File: src/rtl/demux_pkg.sv
// Shared constants for the 4-way registered demultiplexer and its channel buffers.
// The optional per-channel pop counters are enabled with the DEMUX4_STATS_EN macro.
package demux_pkg;

  localparam int NUM_CH   = 4;
  localparam int CH_DEPTH = 2;
  localparam int SEL_W    = 2;
  localparam int STAT_W   = 16;

  // Channel buffer occupancy doubles as the per-channel state.
  localparam logic [1:0] ST_EMPTY = 2'd0;
  localparam logic [1:0] ST_ONE   = 2'd1;
  localparam logic [1:0] ST_TWO   = 2'd2;

endpackage

File: src/rtl/chan_buf2.sv
// Two-entry per-channel FIFO: head register drives the consumer, tail holds the
// second word. Occupancy (o_count) is the state and is exported for observation.
module chan_buf2
  import demux_pkg::*;
#(
  parameter int WIDTH = 16
) (
  input  logic             clk,
  input  logic             reset_n,
  input  logic             i_push,
  input  logic             i_pop,
  input  logic [WIDTH-1:0] i_din,
  output logic [WIDTH-1:0] o_head,
  output logic [1:0]       o_count,
  output logic             o_valid,
  output logic             o_not_full
);

  logic [1:0]       r_count;
  logic [WIDTH-1:0] r_head;
  logic [WIDTH-1:0] r_tail;
  logic             w_push;
  logic             w_pop;

  assign w_push = i_push && (r_count != ST_TWO);
  assign w_pop  = i_pop && (r_count != ST_EMPTY);

  always_ff @(posedge clk or negedge reset_n) begin
    if (!reset_n) begin
      r_count <= ST_EMPTY;
      r_head  <= '0;
      r_tail  <= '0;
    end else begin
      case (r_count)
        ST_EMPTY: begin
          if (w_push) begin
            r_head  <= i_din;
            r_count <= ST_ONE;
          end
        end
        ST_ONE: begin
          // Push and pop together: the old head leaves, the new word takes its place.
          if (w_push && w_pop) begin
            r_head <= i_din;
          end else if (w_push) begin
            r_tail  <= i_din;
            r_count <= ST_TWO;
          end else if (w_pop) begin
            r_count <= ST_EMPTY;
          end
        end
        ST_TWO: begin
          if (w_pop) begin
            r_head  <= r_tail;
            r_count <= ST_ONE;
          end
        end
        default: r_count <= ST_EMPTY;
      endcase
    end
  end

  assign o_head     = r_head;
  assign o_count    = r_count;
  assign o_valid    = (r_count != ST_EMPTY);
  assign o_not_full = (r_count != ST_TWO);

endmodule

File: src/rtl/demux4_buf.sv
// 1-to-4 registered demultiplexer with a 2-entry buffer per channel.
// Define DEMUX4_STATS_EN to add per-channel pop counters readable via stat_sel/stat_cnt.
module demux4_buf
  import demux_pkg::*;
#(
  parameter int WIDTH = 16
) (
  input  logic              clk,
  input  logic              reset_n,
  input  logic [WIDTH-1:0]  in_data,
  input  logic [SEL_W-1:0]  in_sel,
  input  logic              in_valid,
  output logic              in_ready,
  output logic [WIDTH-1:0]  out_data0,
  output logic [WIDTH-1:0]  out_data1,
  output logic [WIDTH-1:0]  out_data2,
  output logic [WIDTH-1:0]  out_data3,
  output logic [NUM_CH-1:0] out_valid,
  input  logic [NUM_CH-1:0] out_ready
`ifdef DEMUX4_STATS_EN
  ,
  input  logic [SEL_W-1:0]  stat_sel,
  output logic [STAT_W-1:0] stat_cnt
`endif
);

  // Handshake: a word moves on any edge where valid && ready are both high;
  // in_ready depends only on in_sel and registered occupancy, never on out_ready.
  logic [WIDTH-1:0]  w_head [NUM_CH];
  logic [1:0]        w_count [NUM_CH];
  logic [NUM_CH-1:0] w_push;
  logic [NUM_CH-1:0] w_pop;
  logic [NUM_CH-1:0] w_valid;
  logic [NUM_CH-1:0] w_not_full;
  logic              w_accept;

  assign in_ready = reset_n && w_not_full[in_sel];
  assign w_accept = in_valid && in_ready;
  assign w_pop    = w_valid & out_ready;

  for (genvar k = 0; k < NUM_CH; k++) begin : g_ch
    assign w_push[k] = w_accept && (in_sel == SEL_W'(k));

    chan_buf2 #(.WIDTH(WIDTH)) u_buf (
      .clk        (clk),
      .reset_n    (reset_n),
      .i_push     (w_push[k]),
      .i_pop      (w_pop[k]),
      .i_din      (in_data),
      .o_head     (w_head[k]),
      .o_count    (w_count[k]),
      .o_valid    (w_valid[k]),
      .o_not_full (w_not_full[k])
    );

    a_count_range: assert property (@(posedge clk) disable iff (!reset_n)
      w_count[k] <= ST_TWO);
  end

  assign out_valid = w_valid;
  assign out_data0 = w_head[0];
  assign out_data1 = w_head[1];
  assign out_data2 = w_head[2];
  assign out_data3 = w_head[3];

`ifdef DEMUX4_STATS_EN
  logic [STAT_W-1:0] r_stat [NUM_CH];

  // Counters wrap naturally at 2^STAT_W.
  always_ff @(posedge clk or negedge reset_n) begin
    if (!reset_n) begin
      for (int k = 0; k < NUM_CH; k++) r_stat[k] <= '0;
    end else begin
      for (int k = 0; k < NUM_CH; k++) begin
        if (w_pop[k]) r_stat[k] <= r_stat[k] + STAT_W'(1);
      end
    end
  end

  assign stat_cnt = r_stat[stat_sel];
`endif

endmodule

File: config.mk
export PLATFORM = sky130hd
export DESIGN_NAME = demux4_buf
export DESIGN_NICKNAME = d
export VERILOG_FILES = /design/src/rtl/demux_pkg.sv /design/src/rtl/chan_buf2.sv /design/src/rtl/demux4_buf.sv
export SDC_FILE = /design/constraint.sdc
export NUM_CORES = 1
export LEC_CHECK = 0
export ABC_AREA = 1
export CAP_MARGIN = 15
export CORE_UTILIZATION = 30
export CTS_BUF_LIST = sky130_fd_sc_hd__clkbuf_4 sky130_fd_sc_hd__clkbuf_8
export DETAILED_ROUTE_END_ITERATION = 8
export GPL_TIMING_DRIVEN = 0
export MAX_ROUTING_LAYER = met4
export PLACE_DENSITY_LB_ADDON = 0.3
export SETUP_SLACK_MARGIN = 0.02
export SLEW_MARGIN = 20
export SYNTH_ARGS = -nofsm -noshare
export SYNTH_HDL_FRONTEND = slang
export SYNTH_SLANG_ARGS = --single-unit
File: constraint.sdc
create_clock -name clk -period 5.7 [get_ports clk]
set_clock_uncertainty 0.2 [all_clocks]
set_input_delay 1.425 -clock clk [delete_from_list [all_inputs] [get_ports clk]]
set_output_delay 1.425 -clock clk [all_outputs]
set_load 0.02 [all_outputs]
==> metrics.sh <==
GRT_MAX_DEGREE=96
DIE-WIDTH_UM=144
FINAL-SETUP-VIOL-COUNT=0
POWER-PER-CELL-AREA_nW_PER_UM2=494
NUMCTSBUFFERS=17
POST_DP_CELL_AREA_UM2=7380
FINAL_PERIOD_UTIL=0.851
ANTENNA_FOUND_INITIAL=0
POST_CTS_RESIZED=0
CRIT_ARRIVAL_PS=3230
HOLD_VIOL=0
SYNTH_CELLS=732
CELLLEAKAGEPOWER_nW=3.62
YS_SEQ_AREA_FRAC=0.559
NUMNETS_FINAL=870
PATH_DEPTH_OF_THE_WORST_REG2REG_PATH=10
CLKSINKCOUNT=136
DETAIL_ROUTE.WL_PER_CELL_UM=14.4
PIN_COUNT=94
REQUIRED_PS=4070
HOLDBUFCOUNTCTS=0
FIRST_GLOBAL_VIAS=4893
CORE-AREA_UM2=19700
FP.DIEAREA_UM2=20900
FINISHED_CORE_UTIL=0.398
HOLDCRITPATHCLASS='reg -> reg'
IO_BUFFER_COUNT=93
ROUTE.VIAS.TOTAL=5265
IRDROPWORSTVDD_mV=0.127
RUN_STATUS='complete, no violations'
GRT_SETUP_UNREPAIRED='no'
POST-ROUTE-DRC-COUNT=0
TIMING.CRITICAL_PATH.FANOUT_MAX=5
POST-ROUTE-MIN-PERIOD_PS=4850
MIN_DELAY_PATH_DEPTH=2
SYN_AVG_CELL_AREA_UM2=8.31
WORST_SETUP_SLACK_AFTER_PLACEMENT_PS=819
SLEW_HEADROOM=0.674
FINALWEIGHTEDCONGESTION=0.784
TIMING.MAX_CAP.VIOLATIONS=0
GLOBALROUTETOTALUTIL=0.170
MAPPEDNETLISTNETS=757
CLK_PIN_SLEW_WORST_PATHS_PS=60
HOLD_PATH_END='g_ch[0].u_buf.o_head[6]'
CTS.REPAIR_TIMING.SETUP_BUFFER_COUNT=0
DIODE_COUNT=0
DRT_ITER0_DRC=507
STDCELL_AREA_UM2=7820
FMAXACHIEVABLE_GHz=0.206
ANT_NETS=0
GRT_REMAINING_OVERFLOW=0
WIRELENGTH_MM=16.2
AREA_DELTA_SYNTH_FINAL_PCT=28.6
FLOORPLAN.INITIALDENSITY=0.310
WORST_SLEW_PIN_SLEW_PS=489
ROOT_BUFFER='sky130_fd_sc_hd__clkbuf_8'
FP-ROW-COUNT=51
YOSYSUNIQUECELLTYPES=26
MAX-CLOCK-PATH-BUFFERS=2
CRITICAL_PATH.ENDPOINT_TYPE='output pin'
HPWLAFTERDP_MM=11.7
R2R-END='g_ch[0].u_buf.o_head[13]'
YOSYS_WARNINGS=0
DETAIL_ROUTE.FIRST_PASS.ITERATIONS=5
SETUP.WORST_PATH.CLASS='in -> out'
HTREEDEPTH=4
VIA_PER_INST=4.69
GRT_FIRST_PASS_WIRELENGTH_MM=25.9
SYNTH.CELL_AREA_UM2=6080
HOLD_START='g_ch[0].u_buf.o_head[6]'
DRIVE_GT1_FRAC=0.0839
CTS_TREE='done'
CLKLATENCYLATEPIN_PS=450
REG2REG_FROM='g_ch[2].u_buf.o_count[1]'
POSTLAYOUTSETUPSLACKWORST_PS=849
DRV_SLEW=0
YS_SEQ_ELEMENTS=136
CRITICAL_PATH.STARTPOINT_TYPE='input pin'
DIEHEIGHT_UM=144
WORST-R2R-SETUP-SLACK_PS=3430
## worst max-delay path by stage
stage                          from        to  slack [ps]  depth (start not counted)
after global routing      in_sel[0]  in_ready         720                          7
after CTS                 in_sel[0]  in_ready         820                          7
after global placement      reset_n  in_ready       -4090                          4
final                     in_sel[0]  in_ready         850                          7
after detailed placement  in_sel[0]  in_ready         820                          7
after floorplan           in_sel[0]  in_ready        2150                          5
## sequential cells by signal, summed over array words and instances (netlist names)
register and cells:
g_ch.u_buf.o_head 64, g_ch.u_buf.r_tail 64, g_ch.u_buf.o_count 8
## worst max-delay path: stages
cell and delay [ps]:
sky130_fd_sc_hd__clkdlybuf4s50_1 590, sky130_fd_sc_hd__inv_1 60, sky130_fd_sc_hd__nor2_1 270, sky130_fd_sc_hd__nand2_1 140
sky130_fd_sc_hd__nand2_2 130, sky130_fd_sc_hd__nor2_2 60, sky130_fd_sc_hd__clkdlybuf4s50_1 550
## layer usage
| layer | GRT usage | share of wire | wire length [µm] | up-vias |
|---|---|---|---|---|
| met5 | - | 0 | 0 | - |
| li1 | - | - | - | 2597 |
| met3 | 0.0407 | 0.049 | 788 | 17 |
| met4 | 0.0560 | 0.015 | 240 | 0 |
| met1 | 0.236 | 0.49 | 7990 | 2524 |
| met2 | 0.240 | 0.44 | 7180 | 127 |
## metrics by stage
stage	hold WS, ps	setup TNS, ps	std cells	power [mW]
floorplan	253	0	732	2.35
global placement	257	-792220	1090	2.98
detailed placement	259	0	1091	3.01
CTS	276	0	1123	3.91
global route	294	0	1123	4.13
finish	273	0	1123	3.86
## cells in the mapped netlist
cell	number	area share
sky130_fd_sc_hd__o21ai_0	131	0.11
sky130_fd_sc_hd__buf_4	7	0.0086
sky130_fd_sc_hd__buf_2	5	0.0041
sky130_fd_sc_hd__nor2_2	5	0.0051
sky130_fd_sc_hd__o21ai_4	1	0.0027
sky130_fd_sc_hd__clkbuf_1	26	0.016
sky130_fd_sc_hd__nor2_1	14	0.0086
sky130_fd_sc_hd__nand3b_1	1	0.0012
sky130_fd_sc_hd__inv_2	1	0.00062
sky130_fd_sc_hd__nand2_4	2	0.0037
sky130_fd_sc_hd__xnor2_1	1	0.0014
sky130_fd_sc_hd__buf_1	1	0.00062
sky130_fd_sc_hd__nand2_2	8	0.0082
sky130_fd_sc_hd__a21oi_1	2	0.0016
sky130_fd_sc_hd__inv_1	34	0.021
sky130_fd_sc_hd__buf_6	3	0.0056
sky130_fd_sc_hd__and2_1	1	0.0010
sky130_fd_sc_hd__a21oi_4	2	0.0053
sky130_fd_sc_hd__nor3_4	1	0.0027
sky130_fd_sc_hd__nand3_1	72	0.059
sky130_fd_sc_hd__nand2_1	271	0.17
sky130_fd_sc_hd__or2_2	2	0.0021
sky130_fd_sc_hd__o211ai_1	1	0.0012
sky130_fd_sc_hd__nand3_2	1	0.0016
sky130_fd_sc_hd__nand4_1	3	0.0031
sky130_fd_sc_hd__dfrtp_1	136	0.56
## cell usage in the layout, fill, tap and decap left out, drive strengths merged, types with 2 or more instances in the layout
cell type      instances
a21oi                  4
buf                   18
bufinv                 4
clkbuf                49
clkdlybuf4s50         92
clkinv                 5
dfrtp                136
inv                   35
nand2                281
nand3                 73
nand4                  3
nor2                  19
o21ai                132
or2                    2
## where the power goes
part / switching, mW / total [mW] / internal (mW)
combinational: 0.813 / 1.44 / 0.629
clock: 0.370 / 0.893 / 0.523
sequential: 0.203 / 1.53 / 1.33
## logic make-up after synthesis
kind of cell,count (synthesis),share of synthesized area
compound gates,137,0.119
xor+xnor,1,0.00144
flops,136,0.559
buf+inv,77,0.0566
simple gates,381,0.264
## cell type report
class / count / area (µm²)
buffer: 42 / 213
clock buffer: 23 / 298
clock inverter: 9 / 145
fill: 2092 / 11800
inverter: 35 / 131
multi-input combinational: 519 / 2340
sequential: 136 / 3400
tap: 265 / 332
timing repair buffer: 94 / 963
Note: power is estimated with default switching activity, not from simulation.
